**src/rtl/axi4_mem_bridge.sv**
```systemverilog
`default_nettype none
// ============================================================================
//  Module   : axi4_mem_bridge
//  Brief    : AXI4 slave that turns INCR write/read bursts into single-word
//             accesses on a simple synchronous memory port. It handles one
//             transaction at a time. Bursts with an illegal size or a range
//             past the end of memory get SLVERR and never touch memory.
//  Config   : AXI4_MEM_RR_ARB_EN - round-robin AW/AR arbitration when
//             defined. When it is undefined, writes win a simultaneous tie.
//  Revision : 1.0 - initial release
// ============================================================================
module axi4_mem_bridge #(
    parameter int DATA_WIDTH   = 32,
    parameter int ADDR_WIDTH   = 16,
    parameter int MEMORY_DEPTH = 1024,
    localparam int MW          = $clog2(MEMORY_DEPTH)
) (
    input  logic                  ACLK,
    input  logic                  rst_n,
    // write address channel
    input  logic [ADDR_WIDTH-1:0] AWADDR,
    input  logic [7:0]            AWLEN,
    input  logic [2:0]            AWSIZE,
    input  logic                  AWVALID,
    output logic                  AWREADY,
    // write data channel
    input  logic [DATA_WIDTH-1:0] WDATA,
    input  logic                  WLAST,
    input  logic                  WVALID,
    output logic                  WREADY,
    // write response channel
    output logic [1:0]            BRESP,
    output logic                  BVALID,
    input  logic                  BREADY,
    // read address channel
    input  logic [ADDR_WIDTH-1:0] ARADDR,
    input  logic [7:0]            ARLEN,
    input  logic [2:0]            ARSIZE,
    input  logic                  ARVALID,
    output logic                  ARREADY,
    // read data channel
    output logic [DATA_WIDTH-1:0] RDATA,
    output logic [1:0]            RRESP,
    output logic                  RLAST,
    output logic                  RVALID,
    input  logic                  RREADY,
    // memory port
    output logic                  mem_en,
    output logic                  mem_we,
    output logic [MW-1:0]         mem_addr,
    output logic [DATA_WIDTH-1:0] mem_wdata,
    input  logic [DATA_WIDTH-1:0] mem_rdata
);

    localparam logic [2:0]    SIZE_FULL   = 3'($clog2(DATA_WIDTH / 8));
    localparam logic [1:0]    RESP_OKAY   = 2'b00;
    localparam logic [1:0]    RESP_SLVERR = 2'b10;
    localparam logic [MW-1:0] WORD_ONE    = MW'(1);
    localparam logic [8:0]    CNT_ONE     = 9'd1;
    localparam logic [31:0]   DEPTH_U     = 32'(MEMORY_DEPTH);

    typedef enum logic [2:0] {
        ST_IDLE     = 3'd0,
        ST_WR_DATA  = 3'd1,
        ST_WR_RESP  = 3'd2,
        ST_RD_ISSUE = 3'd3,
        ST_RD_CAPT  = 3'd4,
        ST_RD_DATA  = 3'd5
    } state_t;

    state_t                state_q, state_d;
    logic [MW-1:0]         word_q,  word_d;
    logic [7:0]            len_q,   len_d;
    logic [8:0]            cnt_q,   cnt_d;     // 9 bits so len=255 never wraps
    logic                  err_q,   err_d;
    logic                  mis_q,   mis_d;
    logic [DATA_WIDTH-1:0] rdata_q, rdata_d;

    logic [MW-1:0] w_aw_start;
    logic [MW-1:0] w_ar_start;
    logic          w_aw_err;
    logic          w_ar_err;
    logic          w_wr_grant;
    logic          w_rd_grant;
    logic          w_last_beat;
    logic          unused_addr_bits;

    // Only the word-address bits select memory; byte-lane and high bits are don't-care.
    assign unused_addr_bits = ^{AWADDR, ARADDR};

    assign w_aw_start = AWADDR[MW+1:2];
    assign w_ar_start = ARADDR[MW+1:2];
    assign w_aw_err   = (AWSIZE != SIZE_FULL) || ((32'(w_aw_start) + 32'(AWLEN)) >= DEPTH_U);
    assign w_ar_err   = (ARSIZE != SIZE_FULL) || ((32'(w_ar_start) + 32'(ARLEN)) >= DEPTH_U);

    assign w_last_beat = (cnt_q == {1'b0, len_q});

`ifdef AXI4_MEM_RR_ARB_EN
    logic last_wr_q, last_wr_d;    // 1 = previous grant was a write

    // A tie goes to the direction that did not win last time.
    assign w_wr_grant = AWVALID && (!ARVALID || !last_wr_q);
    assign w_rd_grant = ARVALID && (!AWVALID ||  last_wr_q);

    // Remember the direction of the most recent grant; reset behaves as "read".
    always_ff @(posedge ACLK) begin
        if (!rst_n) begin
            last_wr_q <= 1'b0;
        end else begin
            last_wr_q <= last_wr_d;
        end
    end
`else
    assign w_wr_grant = AWVALID;
    assign w_rd_grant = ARVALID && !AWVALID;
`endif

    assign RDATA = rdata_q;

    // State and datapath registers.
    always_ff @(posedge ACLK) begin
        if (!rst_n) begin
            state_q <= ST_IDLE;
            word_q  <= '0;
            len_q   <= '0;
            cnt_q   <= '0;
            err_q   <= 1'b0;
            mis_q   <= 1'b0;
            rdata_q <= '0;
        end else begin
            state_q <= state_d;
            word_q  <= word_d;
            len_q   <= len_d;
            cnt_q   <= cnt_d;
            err_q   <= err_d;
            mis_q   <= mis_d;
            rdata_q <= rdata_d;
        end
    end

    // Next-state logic and all handshake / memory-port outputs.
    always_comb begin
        state_d   = state_q;
        word_d    = word_q;
        len_d     = len_q;
        cnt_d     = cnt_q;
        err_d     = err_q;
        mis_d     = mis_q;
        rdata_d   = rdata_q;
`ifdef AXI4_MEM_RR_ARB_EN
        last_wr_d = last_wr_q;
`endif
        AWREADY   = 1'b0;
        ARREADY   = 1'b0;
        WREADY    = 1'b0;
        BVALID    = 1'b0;
        BRESP     = RESP_OKAY;
        RVALID    = 1'b0;
        RRESP     = RESP_OKAY;
        RLAST     = 1'b0;
        mem_en    = 1'b0;
        mem_we    = 1'b0;
        mem_addr  = word_q;
        mem_wdata = WDATA;

        case (state_q)
            ST_IDLE: begin
                if (w_wr_grant) begin
                    AWREADY = 1'b1;
                    state_d = ST_WR_DATA;
                    word_d  = w_aw_start;
                    len_d   = AWLEN;
                    cnt_d   = '0;
                    err_d   = w_aw_err;
                    mis_d   = 1'b0;
`ifdef AXI4_MEM_RR_ARB_EN
                    last_wr_d = 1'b1;
`endif
                end else if (w_rd_grant) begin
                    ARREADY = 1'b1;
                    state_d = ST_RD_ISSUE;
                    word_d  = w_ar_start;
                    len_d   = ARLEN;
                    cnt_d   = '0;
                    err_d   = w_ar_err;
                    mis_d   = 1'b0;
`ifdef AXI4_MEM_RR_ARB_EN
                    last_wr_d = 1'b0;
`endif
                end
            end

            ST_WR_DATA: begin
                WREADY = 1'b1;
                if (WVALID) begin
                    // Beats of an illegal burst are consumed but never reach memory.
                    mem_en = !err_q;
                    mem_we = !err_q;
                    word_d = word_q + WORD_ONE;
                    cnt_d  = cnt_q + CNT_ONE;
                    // The beat count ends the burst; WLAST only has to agree with it.
                    if (WLAST != w_last_beat) begin
                        mis_d = 1'b1;
                    end
                    if (w_last_beat) begin
                        state_d = ST_WR_RESP;
                    end
                end
            end

            ST_WR_RESP: begin
                BVALID = 1'b1;
                BRESP  = (err_q || mis_q) ? RESP_SLVERR : RESP_OKAY;
                if (BREADY) begin
                    state_d = ST_IDLE;
                end
            end

            ST_RD_ISSUE: begin
                mem_en  = !err_q;
                state_d = ST_RD_CAPT;
            end

            ST_RD_CAPT: begin
                // Memory returns data one cycle after the access.
                rdata_d = err_q ? '0 : mem_rdata;
                state_d = ST_RD_DATA;
            end

            ST_RD_DATA: begin
                RVALID = 1'b1;
                RRESP  = err_q ? RESP_SLVERR : RESP_OKAY;
                RLAST  = w_last_beat;
                if (RREADY) begin
                    if (w_last_beat) begin
                        state_d = ST_IDLE;
                    end else begin
                        word_d  = word_q + WORD_ONE;
                        cnt_d   = cnt_q + CNT_ONE;
                        state_d = ST_RD_ISSUE;
                    end
                end
            end

            default: begin
                state_d = ST_IDLE;
            end
        endcase

        // Reset silences every handshake and the memory port immediately.
        if (!rst_n) begin
            AWREADY   = 1'b0;
            ARREADY   = 1'b0;
            WREADY    = 1'b0;
            BVALID    = 1'b0;
            RVALID    = 1'b0;
            mem_en    = 1'b0;
            mem_we    = 1'b0;
            mem_addr  = '0;
            mem_wdata = '0;
        end
    end

endmodule
`default_nettype wire

```
**config.mk**
```make
export PLATFORM = sky130hd
export DESIGN_NAME = axi4_mem_bridge
export DESIGN_NICKNAME = d
export VERILOG_FILES = /design/src/rtl/axi4_mem_bridge.sv
export SDC_FILE = /design/constraint.sdc
export NUM_CORES = 1
export LEC_CHECK = 0
export ABC_AREA = 1
export CAP_MARGIN = 20
export CORE_UTILIZATION = 40
export CTS_CLUSTER_SIZE = 10
export DETAILED_ROUTE_END_ITERATION = 6
export GPL_ROUTABILITY_DRIVEN = 0
export GPL_TIMING_DRIVEN = 0
export PLACE_DENSITY = 0.88
export SLEW_MARGIN = 25
export SYNTH_ARGS = -nofsm -noshare
export SYNTH_HDL_FRONTEND = slang
export SYNTH_SLANG_ARGS = --single-unit
```
**constraint.sdc**
```tcl
create_clock -name ACLK -period 4.2 [get_ports ACLK]
set_clock_uncertainty 0.05 [all_clocks]
set_input_delay 0.84 -clock ACLK [delete_from_list [all_inputs] [get_ports ACLK]]
set_output_delay 0.84 -clock ACLK [all_outputs]
set_load 0.005 [all_outputs]
```
======== After elaboration in Yosys (flattened, before gate mapping) ========
Cells that the tools add are included.
word-level totals
  register bits after elaboration ......... 64
  input port bits ......................... 126
  output and inout port bits .............. 86
  word-level logic and storage cells ...... 98
cells by class
  add/subtract/negate cells ............... 4
  order comparisons ....................... 2
  eq/ne operators ......................... 16
  muxes and demuxes ....................... 55
  reduce and logical (&&, ||, !) cells .... 14
operators with widths
  operator                 number
  $mux W32                 2
  $mux W10                 6
  $mux W9                  5
  $pmux W10 S3             1
  $pmux W9 S3              1
  $mux W1                  24
  $add A10 B8 Y11          2
  $ge A11 B11 Y1 const B   2
  $mux W3                  6
  $pmux W3 S6              1
  $mux W8                  2
  $ne A2 B2 Y1 const B     6
  $add A10 B1 Y10 const B  1
  $mux W2                  5
  $reduce_and A5 Y1        2
  $add A9 B1 Y9 const B    1
  $eq A9 B8 Y1             1
  $eq A3 B2 Y1 const B     2
  $eq A3 B3 Y1 const B     2
  $ne A3 B2 Y1 const B     2
  $pmux W1 S2              2
  $reduce_and A4 Y1        1
  $reduce_bool A2 Y1       2
  $eq A3 B1 Y1 const B     1
  other kinds (8)          11

======== Depth between registers and ports, before layout ========
Gate-level depths: netlist of run 1.
  word-level depth ........................ 6
  gate-level depth with buffers ........... 12
  gate-level depth less buffers ........... 12

======== Worst setup path before layout of run 1 ========
OpenSTA, ideal clock, no wires.
  path type ............................... input to output
  start point ............................. input port rst_n
  end point ............................... output port AWREADY
  arrival ................................. 1.536 ns
  data required time ...................... 3.310 ns
  path slack .............................. 1.774 ns
  stages .................................. 4
  buffers on the path ..................... 2
  path through ............................ clkbuf_1 > inv_2 > clkbuf_1 > nor3_1
between the ends
  longest elaborated chain between the ends .. 1
ends and longest elaborated chain
  item             RTL line  source
  start, declared  19        input logic rst_n,
  $mux W1          251       if (!rst_n) begin
  end, declared    25        output logic AWREADY,
No other way between the ends.

======== Final worst setup path of run 1 ========
  start point ............................. input port AWVALID
  end point ............................... output port AWREADY
between the ends
  longest elaborated chain between the ends .. 3
ends and longest elaborated chain
  item             RTL line  source
  start, declared  24        input logic AWVALID,
  $mux W1          168       if (w_wr_grant) begin
  $mux W1          166       case (state_q)
  $mux W1          251
No other way between the ends.

==> reports/qor.yml, run 1 <==
timing:
  rsz0062_at_grt: "false"
  hold_violations: 0
  setup_viol: 0
  period_needed_ns: 3.40
  fin_ws_ns: 0.797
  whs_ns: 0.416
  setup_tns_ns: 0
  slew_viol_final: 0
  timing.slew.headroom: 0.611
  fin_crit_sh: 0.810
  max_clock_freq_mhz: 294
  tightest_slew_ns: 0.583
setup_path:
  slowest_delay_ns: 0.57
  crit_path_max_fanout: 10
  path_common_cell: "clkdlybuf4s50_1"
  critPathKind: "in2out"
  cp.required_ns: 3.31
  cp-start-kind: "input port"
  end_kind: "output pin"
  cp_slowest_cell: "clkdlybuf4s50_1"
  arrival_ns: 2.51
  path_cells: "clkdlybuf4s50_1 > inv_1 > clkbuf_1 > nor3_1 > clkdlybuf4s50_1"
global_routing:
  grt_use_met2: 0.469
  first_global_vias: 4474
  grt_max_degree: 14
  antenna_found_initial: 0
  grt_pass1_wl_mm: 21.1
  gr-usage-met1: 0.288
  grt.busiest_layer: "met2"
  grt_usage: 0.257
  met3_usage: 0.0495
  overflow: 0
yosys:
  yosysUniqueCellTypes: 40
  yosys.area_share.simple: 0.356
  synth-main-ff-cell: "dfxtp_1"
  syn_area_mm2: 0.00408
  synth_xor_xnor_area_share: 0.00645
  synth_enable_flop_cells: 0
  synth_mux_area_frac: 0
  synthAdderAreaFrac: 0.0589
  synth-seq-area-share: 0.314
  synth_top_area_share: 0.314
  synth_top_area_cell: "dfxtp_1"
  syn_area_per_cell_um2: 6.28
  postSynthCellCount: 649
  synth_top_family_by_area: "simple AND/OR/NAND/NOR gates"
  synth.ff_latch_count: 64
  synthArstFlopShare: 0
  synth_compound_area_frac: 0.137
  synthTopCellsByArea: "dfxtp_1 (31%), nand2_1 (17%), inv_1 (7.8%), a21oi_1 (7.5%), nand3_1 (6.0%)"
  yosysWarnings: 0
  synth_common_cells: "nand2_1 (183), inv_1 (85), dfxtp_1 (64)"
  yosysMostFrequentCell: "nand2_1"
job:
  maxCapViolations: 0
drt:
  drt_iter0_markers: 314
  firstDrtPassIters: 5
  totalWireLength_mm: 14.0
  viasPerCell: 5.04
  drc: 0
  ant_nets: 0
  vias: 5018
  drt-wirelength-per-cell_um: 14.1
clocking:
  hold_buffers: 0
  clock_latency_ns: 0.36
  postCtsSetupBuffers: 0
  cts_sinks: 64
  clock_path_buffers: 2
  cts_made_buffers: 9
  cts-root-buf: "clkbuf_8"
  cts_tree: "built"
  htree_levels: 3
  cts.repair.resized: 0
  clkTransAtPathRegs_ns: 0.08
floorplan:
  die_w_um: 103
  io_pins: 212
  dieArea_mm2: 0.0106
  start_util: 0.415
  die_h_um: 103
  rows: 36
  core_area_mm2: 0.00982
power:
  clkPwrFrac: 0.253
  swShare: 0.396
  power_frac_seq: 0.303
  ir_worst_vdd_mv: 0.224
  internal_power_uw: 1620
  combPwrFrac: 0.444
  power.density_mw_per_mm2: 416
  leakage_uw: 0.00279
  p_sw_uw: 1060
place:
  dpl.hpwl_mm: 10.9
  io_buffers: 196
  pre_cts_ws_ns: 0.821
worst_hold_path:
  min_path_type: "reg2reg"
layout:
  n_fill_cell: 876
  syn_to_final_growth_pct: 58.4
  final_core_util: 0.657
  seqCellArea_mm2: 0.00128
  antenna_cells: 0
  layout-drive-gt1-share: 0.0580
  final_nets: 1001
  multi_input_area_mm2: 0.00228
status:
  status: "complete, no violations"
critical path, delay by kind of cell:
family        cells  cell delay, ns
simple gates      1            0.23
buf+inv           4            1.44
per-layer routing:
| layer | wire length [µm] | vias to the layer above | part of all wire |
|---|---|---|---|
| met1 | 5340 | 2238 | 0.38 |
| met2 | 7120 | 239 | 0.51 |
| met4 | 519 | 0 | 0.037 |
| li1 | - | 2488 | - |
| met3 | 1010 | 53 | 0.072 |
| met5 | 0 | - | 0 |
cell type report:
cell class,instances,share of cell area
Clock inverter,7,0.0194
Buffer,35,0.0273
Clock buffer,9,0.0192
Multi-Input combinational cell,461,0.354
Timing Repair Buffer,196,0.304
Sequential cell,64,0.198
Inverter,90,0.0523
Tap cell,133,0.0258
power groups by stage:
stage          Sequential (µW)  Combinational, µW  Clock, µW
3_5_place_dp               822               1170          0
5_1_grt                    824               1310        709
3_3_place_gp               818               1150          0
4_1_cts                    809               1180        679
2_1_floorplan              791                739          0
6_report                   814               1190        680
state kept, by name (all words and copies together) (netlist names):
signal	count
RDATA	32
cnt_q	9
err_q	1
len_q	8
mis_q	1
state_q	3
word_q	10
worst paths after layout:
check | startpoint | slack, ns | depth (start not counted) | endpoint
setup / recovery | AWVALID | 0.80 | 5 | AWREADY
hold / removal | RDATA[6] | 0.42 | 2 | RDATA[6]
setup reg to reg | state_q[1] | 2.35 | 11 | word_q[7]
hold reg to reg | RDATA[6] | 0.42 | 2 | RDATA[6]
per-stage QoR:
| stage | cell area, µm² | power [µW] | std cells |
|---|---|---|---|
| after floorplan | 4080 | 1530 | 650 |
| final | 6460 | 2690 | 995 |
| after global routing | 6460 | 2840 | 995 |
| after global placement | 6210 | 1970 | 979 |
| after detailed placement | 6210 | 1990 | 979 |
| after CTS | 6460 | 2670 | 995 |
logic make-up after synthesis:
family                     count (synthesis)
AOI/OAI and AO/OA                        103
xor gates and xnor gates                   3
adders and majority gates                 18
buffers and inverters                    125
DFF                                       64
other                                      1
and+or+nand+nor                          335
cell usage in the layout (no fill, tap or decap), drive strengths merged:
cell             n
inv             92
clkbuf          30
o31ai            1
nor4             4
ha              16
nand4           13
o32ai            1
xor2             2
nor3             9
a31oi            9
clkdlybuf4s50  196
nand2          186
bufinv           3
a21oi           64
o2111ai          2
buf             14
nor3b            3
and2             1
o21ai           23
o22ai            2
clkinv           2
o22a             1
nand3           51
xnor2            1
or2              1
nor2            67
fa               2
conb             2
dfxtp           64
(Power assumes the default switching activity.)
==> run 2, diff against run 1 <==
clock period = 3.2 ns   (was 4.2 ns; I/O delays follow)
==> results of run 2 <==
Same layout as run 1 (identical final DEF). Status: complete, no violations.
Among the figures that moved: setup slack after placement 0.821 ns -> 0.221 ns; setup slack after layout 0.797 ns -> 0.197 ns; register-to-register setup slack 2.35 ns -> 1.35 ns; total power 2690 µW -> 3530 µW; worst IR drop on VDD 0.224 mV -> 0.294 mV
